==> src/rtl/spi_pkg.sv <==
// rtl/spi_pkg.sv - shared state encoding and serial line constants
package spi_pkg;

    typedef enum logic [2:0] {
        S_IDLE  = 3'd0,
        S_START = 3'd1,
        S_DATA  = 3'd2,
        S_STOP  = 3'd3,
        S_WAIT  = 3'd4
    } state_t;

    localparam logic LINE_IDLE      = 1'b1;
    localparam int   DATA_BITS      = 8;
    localparam int   DEF_BIT_CYCLES = 100000000;

    function automatic logic [DATA_BITS-1:0] next_seq(input logic [DATA_BITS-1:0] b);
        return b + DATA_BITS'(1);
    endfunction

endpackage

==> src/rtl/spi_byte_receiver_if.sv <==
// rtl/spi_byte_receiver_if.sv - serial input and byte/error outputs of the receiver
interface spi_byte_receiver_if #(
    parameter int CNT_W = 8
) ();
    import spi_pkg::*;

    logic                 mosi;
    logic [DATA_BITS-1:0] rx_data;
    logic                 rx_valid;
    logic                 frame_err;
    logic                 seq_err;
    logic [CNT_W-1:0]     frame_err_cnt;
    logic [CNT_W-1:0]     seq_err_cnt;
    logic                 busy;

    modport slave (
        input  mosi,
        output rx_data, rx_valid, frame_err, seq_err,
        output frame_err_cnt, seq_err_cnt, busy
    );

    modport master (
        output mosi,
        input  rx_data, rx_valid, frame_err, seq_err,
        input  frame_err_cnt, seq_err_cnt, busy
    );

endinterface

==> src/rtl/seq_checker.sv <==
// rtl/seq_checker.sv - flags bytes that do not follow the previous byte + 1
module seq_checker
    import spi_pkg::*;
#(
    parameter int CNT_W = 8
) (
    input  logic                 i_clk,
    input  logic                 i_reset,
    input  logic [DATA_BITS-1:0] i_byte,
    input  logic                 i_valid,
    output logic                 o_seq_err,
    output logic [CNT_W-1:0]     o_seq_err_cnt
);

    logic [DATA_BITS-1:0] r_prev;
    logic                 r_have_prev;
    logic                 r_seq_err;
    logic [CNT_W-1:0]     r_cnt;
    logic                 w_mismatch;

    // The first byte after reset only seeds the expected sequence.
    assign w_mismatch = i_valid && r_have_prev && (i_byte != next_seq(r_prev));

    always_ff @(posedge i_clk) begin
        if (i_reset) begin
            r_prev      <= '0;
            r_have_prev <= 1'b0;
            r_seq_err   <= 1'b0;
            r_cnt       <= '0;
        end else begin
            r_seq_err <= w_mismatch;
            if (w_mismatch && (r_cnt != '1))
                r_cnt <= r_cnt + CNT_W'(1);
            if (i_valid) begin
                r_prev      <= i_byte;
                r_have_prev <= 1'b1;
            end
        end
    end

    assign o_seq_err     = r_seq_err;
    assign o_seq_err_cnt = r_cnt;

endmodule

==> src/rtl/spi_byte_receiver.sv <==
// rtl/spi_byte_receiver.sv - start/stop framed LSB-first byte receiver with error counters
module spi_byte_receiver
    import spi_pkg::*;
#(
    parameter int BIT_CYCLES = DEF_BIT_CYCLES,
    parameter int CNT_W      = 8
) (
    input  logic                i_sclk,
    input  logic                i_reset,
    spi_byte_receiver_if.slave  bus
);

    localparam int            TW        = $clog2(BIT_CYCLES);
    localparam logic [TW-1:0] SAMPLE_PT = TW'(BIT_CYCLES / 2 - 1);
    localparam logic [TW-1:0] LAST_PT   = TW'(BIT_CYCLES - 1);

    state_t               r_state, w_next;
    logic                 r_sync1, r_sync2;
    logic [TW-1:0]        r_cnt;
    logic [2:0]           r_bit_idx;
    logic [DATA_BITS-1:0] r_sh;
    logic [DATA_BITS-1:0] r_rx_data;
    logic                 r_rx_valid;
    logic                 r_frame_err;
    logic [CNT_W-1:0]     r_frame_cnt;

    logic w_ms, w_sample, w_bit_end;
    logic w_shift, w_bit_inc, w_byte_ok, w_frame_bad;
    logic w_seq_err;
    logic [CNT_W-1:0] w_seq_cnt;

    assign w_ms      = r_sync2;
    assign w_sample  = (r_cnt == SAMPLE_PT);
    assign w_bit_end = (r_cnt == LAST_PT);

    always_ff @(posedge i_sclk) begin
        if (i_reset)
            r_state <= S_IDLE;
        else
            r_state <= w_next;
    end

    always_comb begin
        w_next      = r_state;
        w_shift     = 1'b0;
        w_bit_inc   = 1'b0;
        w_byte_ok   = 1'b0;
        w_frame_bad = 1'b0;
        case (r_state)
            S_IDLE:  if (!w_ms) w_next = S_START;
            S_START: begin
                if (w_sample && w_ms)
                    w_next = S_IDLE;
                else if (w_bit_end)
                    w_next = S_DATA;
            end
            S_DATA: begin
                w_shift = w_sample;
                if (w_bit_end) begin
                    if (r_bit_idx == 3'(DATA_BITS - 1))
                        w_next = S_STOP;
                    else
                        w_bit_inc = 1'b1;
                end
            end
            // Leaving at mid-stop lets the next start bit follow immediately.
            S_STOP: begin
                if (w_sample) begin
                    if (w_ms) begin
                        w_byte_ok = 1'b1;
                        w_next    = S_IDLE;
                    end else begin
                        w_frame_bad = 1'b1;
                        w_next      = S_WAIT;
                    end
                end
            end
            S_WAIT:  if (w_ms) w_next = S_IDLE;
            default: w_next = S_IDLE;
        endcase
    end

    always_ff @(posedge i_sclk) begin
        if (i_reset) begin
            r_sync1     <= LINE_IDLE;
            r_sync2     <= LINE_IDLE;
            r_cnt       <= '0;
            r_bit_idx   <= '0;
            r_sh        <= '0;
            r_rx_data   <= '0;
            r_rx_valid  <= 1'b0;
            r_frame_err <= 1'b0;
            r_frame_cnt <= '0;
        end else begin
            r_sync1 <= bus.mosi;
            r_sync2 <= r_sync1;

            if ((w_next != r_state) || w_bit_inc)
                r_cnt <= '0;
            else if (r_state inside {S_START, S_DATA, S_STOP})
                r_cnt <= r_cnt + TW'(1);

            if (r_state != S_DATA)
                r_bit_idx <= '0;
            else if (w_bit_inc)
                r_bit_idx <= r_bit_idx + 3'd1;

            if (w_shift)
                r_sh <= {w_ms, r_sh[DATA_BITS-1:1]};

            r_rx_valid <= w_byte_ok;
            if (w_byte_ok)
                r_rx_data <= r_sh;

            r_frame_err <= w_frame_bad;
            if (w_frame_bad && (r_frame_cnt != '1))
                r_frame_cnt <= r_frame_cnt + CNT_W'(1);
        end
    end

    seq_checker #(.CNT_W(CNT_W)) u_seq_checker (
        .i_clk         (i_sclk),
        .i_reset       (i_reset),
        .i_byte        (r_sh),
        .i_valid       (w_byte_ok),
        .o_seq_err     (w_seq_err),
        .o_seq_err_cnt (w_seq_cnt)
    );

    assign bus.rx_data       = r_rx_data;
    assign bus.rx_valid      = r_rx_valid;
    assign bus.frame_err     = r_frame_err;
    assign bus.seq_err       = w_seq_err;
    assign bus.frame_err_cnt = r_frame_cnt;
    assign bus.seq_err_cnt   = w_seq_cnt;
    assign bus.busy          = (r_state != S_IDLE);

endmodule
==> src/flat_wrapper.sv <==
// flat-port wrapper written by rule: the top's interface ports become plain ports
module spi_byte_receiver_flat import spi_pkg::*;
#(
    parameter int BIT_CYCLES = DEF_BIT_CYCLES,
    parameter int CNT_W      = 8
)
  (i_sclk, i_reset, bus_mosi, bus_rx_data, bus_rx_valid, bus_frame_err, bus_seq_err, bus_frame_err_cnt, bus_seq_err_cnt, bus_busy);
  spi_byte_receiver_if #(.CNT_W(CNT_W)) bus_i ();
  input  logic i_sclk;
  input  logic i_reset;
  input wire logic [$bits(bus_i.mosi)-1:0] bus_mosi;
  output wire logic [$bits(bus_i.rx_data)-1:0] bus_rx_data;
  output wire logic [$bits(bus_i.rx_valid)-1:0] bus_rx_valid;
  output wire logic [$bits(bus_i.frame_err)-1:0] bus_frame_err;
  output wire logic [$bits(bus_i.seq_err)-1:0] bus_seq_err;
  output wire logic [$bits(bus_i.frame_err_cnt)-1:0] bus_frame_err_cnt;
  output wire logic [$bits(bus_i.seq_err_cnt)-1:0] bus_seq_err_cnt;
  output wire logic [$bits(bus_i.busy)-1:0] bus_busy;
  assign bus_i.mosi = bus_mosi;
  assign bus_rx_data = bus_i.rx_data;
  assign bus_rx_valid = bus_i.rx_valid;
  assign bus_frame_err = bus_i.frame_err;
  assign bus_seq_err = bus_i.seq_err;
  assign bus_frame_err_cnt = bus_i.frame_err_cnt;
  assign bus_seq_err_cnt = bus_i.seq_err_cnt;
  assign bus_busy = bus_i.busy;
  spi_byte_receiver #(.BIT_CYCLES(BIT_CYCLES), .CNT_W(CNT_W)) u_core (.i_sclk(i_sclk), .i_reset(i_reset), .bus(bus_i));
endmodule
==> config.mk <==
export PLATFORM = sky130hd
export DESIGN_NAME = spi_byte_receiver_flat
export DESIGN_NICKNAME = d
export VERILOG_FILES = /design/src/rtl/spi_pkg.sv /design/src/rtl/spi_byte_receiver_if.sv /design/src/rtl/seq_checker.sv /design/src/rtl/spi_byte_receiver.sv /design/src/flat_wrapper.sv
export SDC_FILE = /design/constraint.sdc
export NUM_CORES = 1
export LEC_CHECK = 0
export ABC_AREA = 1
export CAP_MARGIN = 20
export CORE_MARGIN = 2
export CORE_UTILIZATION = 64
export DETAILED_ROUTE_END_ITERATION = 8
export DONT_BUFFER_PORTS = 1
export MAX_ROUTING_LAYER = met4
export PLACE_DENSITY_LB_ADDON = 0.05
export SYNTH_ARGS = -nofsm -noshare
export SYNTH_HDL_FRONTEND = slang
export SYNTH_SLANG_ARGS = --single-unit
==> constraint.sdc <==
create_clock -name i_sclk -period 2.25 [get_ports i_sclk]
set_input_delay 0.5625 -clock i_sclk [delete_from_list [all_inputs] [get_ports i_sclk]]
set_output_delay 0.5625 -clock i_sclk [all_outputs]
set_load 0.05 [all_outputs]
## Word level (Yosys, flattened, before mapping)

Cells that the tools add are included.

- Register bits after elaboration: 71
- Bits in latches: 0
- RAM bits: 0
- ROM bits: 0
- Bits of input ports: 3
- Output and inout port bits: 28
- Word-level logic and storage cells: 60
- Memories: 0

- Add/sub/neg operators: 5
- Multiply operators: 0
- Divide/modulo/power cells: 0
- Order comparisons: 0
- Eq/ne operators: 12
- Shift-type cells: 0
- Mux-type cells: 19
- Bitwise operators: 0
- Reductions and logical operators: 11

Operators with widths:

| operator | number |
|---|---|
| adder 27 x 1 -> 27 bit (second input constant) | 1 |
| == test 27 x 26 -> 1 bit (second input constant) | 1 |
| == test 27 bit (second input constant) | 1 |
| adder 8 x 1 -> 8 bit (second input constant) | 3 |
| 2-to-1 mux 3 bit | 8 |
| inequality test 8 bit (second input constant) | 2 |
| case mux 3 bit (5 select lines) | 1 |
| 2-to-1 mux 1 bit | 10 |
| inequality test 8 bit | 1 |
| == test 3 x 2 -> 1 bit (second input constant) | 2 |
| == test 3 bit (second input constant) | 2 |
| nonzero test 3 bit | 2 |
| logical AND 1 bit | 5 |
| OR reduction 2 bit | 2 |
| adder 3 x 1 -> 3 bit (second input constant) | 1 |
| == test 3 x 1 -> 1 bit (second input constant) | 1 |
| logical NOT 3 bit | 1 |
| inequality test 3 x 2 -> 1 bit (second input constant) | 1 |
| inequality test 3 bit | 1 |
| logical OR 1 bit | 1 |

## Depth between registers and ports, before layout

- Depth in word-level cells: 7
- Depth in mapped cells: 15
- Mapped depth without buffers: 14

## Hierarchy

Synthesis repeated with hierarchy kept, for this count alone.

- Cell total of the unflattened synthesis: 631
- Area total of the unflattened synthesis: 4539.4 um2

Modules (own cells, without submodules):

| module | times used | cells each | area an instance (um2) | seq. area each (um2) |
|---|---|---|---|---|
| spi_byte_receiver | 1 | 447 | 3394.5 | 1221.2 |
| seq_checker | 1 | 184 | 1144.8 | 360.3 |

## Least setup slack after synthesis

No wires, ideal clock.

- Kind: flip-flop to flip-flop
- Start: register u_core.bus.rx_data[0] (netlist name)
- End: register u_core.u_seq_checker.r_cnt[0], in the netlist u_core.u_seq_checker.o_seq_err_cnt[0]
- Library setup time: 0.113 ns
- Arrival: 1.844 ns
- Required time: 2.137 ns
- Setup slack: 0.293 ns
- Cell stages (with the launch flop): 11
- Path buffers: 0
- Period minus slack after synthesis: 1.957 ns
- Path through: dfxtp_1 ha_1 xor2_1 nor2_1 nand3_1 nor2_1 nand3_2 nand3_4 nand2_1 nand2_1 nor2_1

RTL lines:

| element | RTL line | text |
|---|---|---|
| end signal: assignment | seq_checker.sv:33 | `r_cnt <= r_cnt + CNT_W'(1);` |
| end: declaration | seq_checker.sv:18 | `logic [CNT_W-1:0] r_cnt;` |

## Worst setup path after layout

- Start: register u_core.r_cnt[0]
- End: register u_core.r_cnt[21]

- Cells in the longest elaborated chain, start to end: 7
- Elaborated cells on any way between the ends: 14
- Classes of those cells: 1 x add/sub; 3 x eq/ne; 7 x mux; 3 x reduce/logical

RTL lines:

| element | RTL line | text |
|---|---|---|
| start: declaration | spi_byte_receiver.sv:19 | `logic [TW-1:0] r_cnt;` |
| start signal: assignment | spi_byte_receiver.sv:101 | `r_cnt <= r_cnt + TW'(1);` |
| == test 27 bit / == test 27 x 26 -> 1 bit (equally long branches) | spi_byte_receiver.sv:34, spi_byte_receiver.sv:33 |  |
| 2-to-1 mux 3 bit / logical AND 1 bit (equally long branches) | spi_byte_receiver.sv:54, spi_byte_receiver.sv:52 |  |
| 2-to-1 mux 3 bit | spi_byte_receiver.sv:52 | `if (w_sample && w_ms)` |
| case mux 3 bit (5 select lines) | spi_byte_receiver.sv:49 | `case (r_state)` |
| inequality test 3 bit | spi_byte_receiver.sv:98 | `if ((w_next != r_state) \|\| w_bit_inc)` |
| logical OR 1 bit | spi_byte_receiver.sv:98 |  |
| OR reduction 2 bit (no source line) | -- |  |

Parallel ways exist; a longest one is shown, timed or not.
A chain may end at the register's enable or synchronous reset.

==> results.md <==
- # IOs: 31
- DRT iter0 DRCs: 264
- Fill cells: 494
- Dominant synthesized flop cell: dfxtp_1
- CTS H-tree depth: 3
- Layout area overhead: 12.5%
- Cell Chain, Critical Path: ha_1 -> inv_1 -> nor2_4 -> nand2_1 -> nor2_4 -> nand2_4 -> inv_1 -> nand3_1 -> nand3_1 -> a21oi_4 -> nand2_8 -> buf_12 -> nor2_1
- Cts bufs inserted: 9
- Setup tns final: 0 ns
- CP Capture Type: register
- Worst setup SP type: register
- Fin. Hold Viols: 0
- Worst relative slew slack: 60.8%
- Initial antenna violation count: 0
- Overall Global Routing Usage: a little over a quarter
- Vias in the first global route: 3092
- Post-route insts no fill: 648
- WL/cell: 13.4 um
- Area of the core: 5960 sq um
- Clock skew: 0.00671 ns
- DRC: 0
- Min Hold Slack: between 0.2 and 0.3 ns
- Num Clock Sinks: 71
- Worst path required time: 2.48 ns
- Fmax: 481 MHz
- CTS tree: done
- Final WS setup: 0.170 ns
- WP data arrival: 2.31 ns
- Min Tclk post-route: around 2.1 ns
- Total Power: 2.26 mW
- CTS Hold Bufs: 0
- Dpl cells: between 600 and 700
- Largest stage delay on the critical path: 0.38 ns
- Pre-antenna DRT Iters: 5
- Die X-Extent: 82.7 um
- Sequential fraction of the synthesis area: 35.8%
- WL final: between 8000 and 9000 um
- Root buffer cell: clkbuf_8
- GRT overflow: 0
- Hpwl dp: 6430 um
- ANT cells: 0
- Layout cell share with drive strength beyond 1: 17.5%
- # rows: 28
- P_leak: 1.70 nW
- Clk slew on worst S/H paths: 0.07 ns
- First-pass GRT wire length: 13500 um
- RD Place Congestion: 0.925
- Hold Path Class: in2reg
- Buffers from clock root to sink, at most: 2
- Die area: 6840 sq um
- PD cells: 507 nW/um^2
- Post-synth cell types: 37
- Slew Limit Fails: 0
- Via/cell ratio: 5.50
- IO Port Bufs: 0
- Post-synth ARST share: 0%
- Crit Path Max Fanout: 11
- Post-Syn Nets: 545
- Via Count: 3567
- Post-synth EDFFs: 0
- Largest net degree at the start of global routing: 26
- #FFs+latches synth: 71
- Max-cap violations: 0
- Final setup fails: 0
- Most common cell after layout, fill and taps aside: nand2_1
- Antenna-violating nets left: 0
- Most frequent cells in the layout: nand2_1 (88), nor2_1 (86), dfxtp_1 (71)
- Initial core utilization: 66.6%
- Mapped Area: ~4000 sq um
- Die Ht: 82.7 um
- Syn Area/Cell: 7.40 sq um
- Ys Warns: 0
- Post-Place Worst Slack: between 0.15 and 0.2 ns
- Crit Path Class: reg2reg
- Worst-margin pin slew: 0.587 ns
- Peak supply drop: 0.380 mV
- Mapped Cells: 536
- Critical-path top delay cell: dfxtp_1
- Status: complete, no violations
- Clock Latency Late Sink: 0.34 ns
- Period utilisation layout: slightly above 90%
- Nets: 579
==> report_power, final <==
part	switching [mW]	internal, mW
Combinational	0.0670	0.0388
Sequential	0.00424	1.26
Clock	0.442	0.448
Total	0.513	1.75
==> stage by stage <==
stage,area (sq um),util (%)
2_1_floorplan,3970,-
3_3_place_gp,4240,71.3
3_5_place_dp,4240,71.3
4_1_cts,4410,74.0
5_1_grt,4460,74.9
6_report,4460,74.9
==> cell usage after synthesis (2+ instances only) <==
master	instances	area, sq um
nor2_2	14	87.6
nand3_1	26	130
nand2_1	88	330
a21oi_2	2	17.5
o21ai_0	19	95.1
a211oi_1	5	37.5
nand2_4	2	22.5
dfxtp_1	71	1420
nor2_4	17	191
a21oi_1	28	140
buf_2	3	15.0
inv_2	3	11.3
nand3_2	3	30.0
nor2_8	2	40.0
xnor2_1	13	114
clkbuf_1	4	15.0
xor2_1	26	228
inv_1	61	229
nand4_1	23	144
nand2_2	6	37.5
nand3b_1	2	15.0
or2_2	3	18.8
nor2_1	86	323
ha_1	6	75.1
nor3_1	11	55.1
==> critical path, delay by kind of cell (launching register included) <==
family / cells / cell delay (ns)
flip-flops: 1 / 0.38
buffers and inverters: 3 / 0.36
adder cells (fa/ha/maj): 1 / 0.19
AO/OA/AOI/OAI: 1 / 0.06
AND/OR/NAND/NOR: 8 / 0.98
==> final timing paths <==
check                        from                               endpoint  slack, ns  cells after the start
setup reg to reg  u_core.r_cnt[0]                       u_core.r_cnt[21]       0.17                     13
hold reg to reg    u_core.r_sync1                         u_core.r_sync2       0.41                      1
hold / removal            i_reset  u_core.u_seq_checker.o_seq_err_cnt[2]       0.29                      1
setup / recovery  u_core.r_cnt[0]                       u_core.r_cnt[21]       0.17                     13
==> flip-flops by register name, indices dropped and copies added (netlist names) <==
register,count
u_core.bus.frame_err_cnt,8
u_core.bus.rx_valid,1
u_core.u_seq_checker.o_seq_err,1
u_core.r_sync1,1
u_core.r_state,3
u_core.r_cnt,27
u_core.r_sync2,1
u_core.r_sh,8
u_core.bus.frame_err,1
u_core.bus.rx_data,8
u_core.u_seq_checker.r_have_prev,1
u_core.r_bit_idx,3
u_core.u_seq_checker.o_seq_err_cnt,8
==> per-layer routing <==
layer  global-route usage (%)  vias up  wire length [um]
li1                         -     1785                 -
met1                     35.2     1655              4180
met2                     40.2      111              3940
met3                     4.57       16               425
met4                     9.34        0               137
met5                        -        -                 0
==> timing repair <==
item                                    in CTS  in global routing
endpoints found under the setup margin       0                 24
gates resized for setup                      0                  3
setup buffers                                0                  1
==> cell families (layout without fill, tap and decap cells) <==
logic type,Yosys count,after routing,share of synthesized area (%)
buffers and inverters,73,110,7.70
and+or+nand+nor,290,290,38.1
adders and majority gates,6,6,1.89
xor gates and xnor gates,39,39,8.61
DFF,71,71,35.8
AOI/OAI and AO/OA,57,57,7.83
==> layout make-up <==
cell class | instances | area, sq um | area share (%)
clock buffer | 13 | 159 | 3.56
clock inverter | 1 | 5.00 | 0.112
inverter | 64 | 240 | 5.38
multi-input combinational | 392 | 2260 | 50.6
sequential | 71 | 1420 | 31.9
tap | 75 | 93.8 | 2.10
timing repair buffer | 32 | 283 | 6.34
Note: power is estimated with default switching activity, not from simulation.
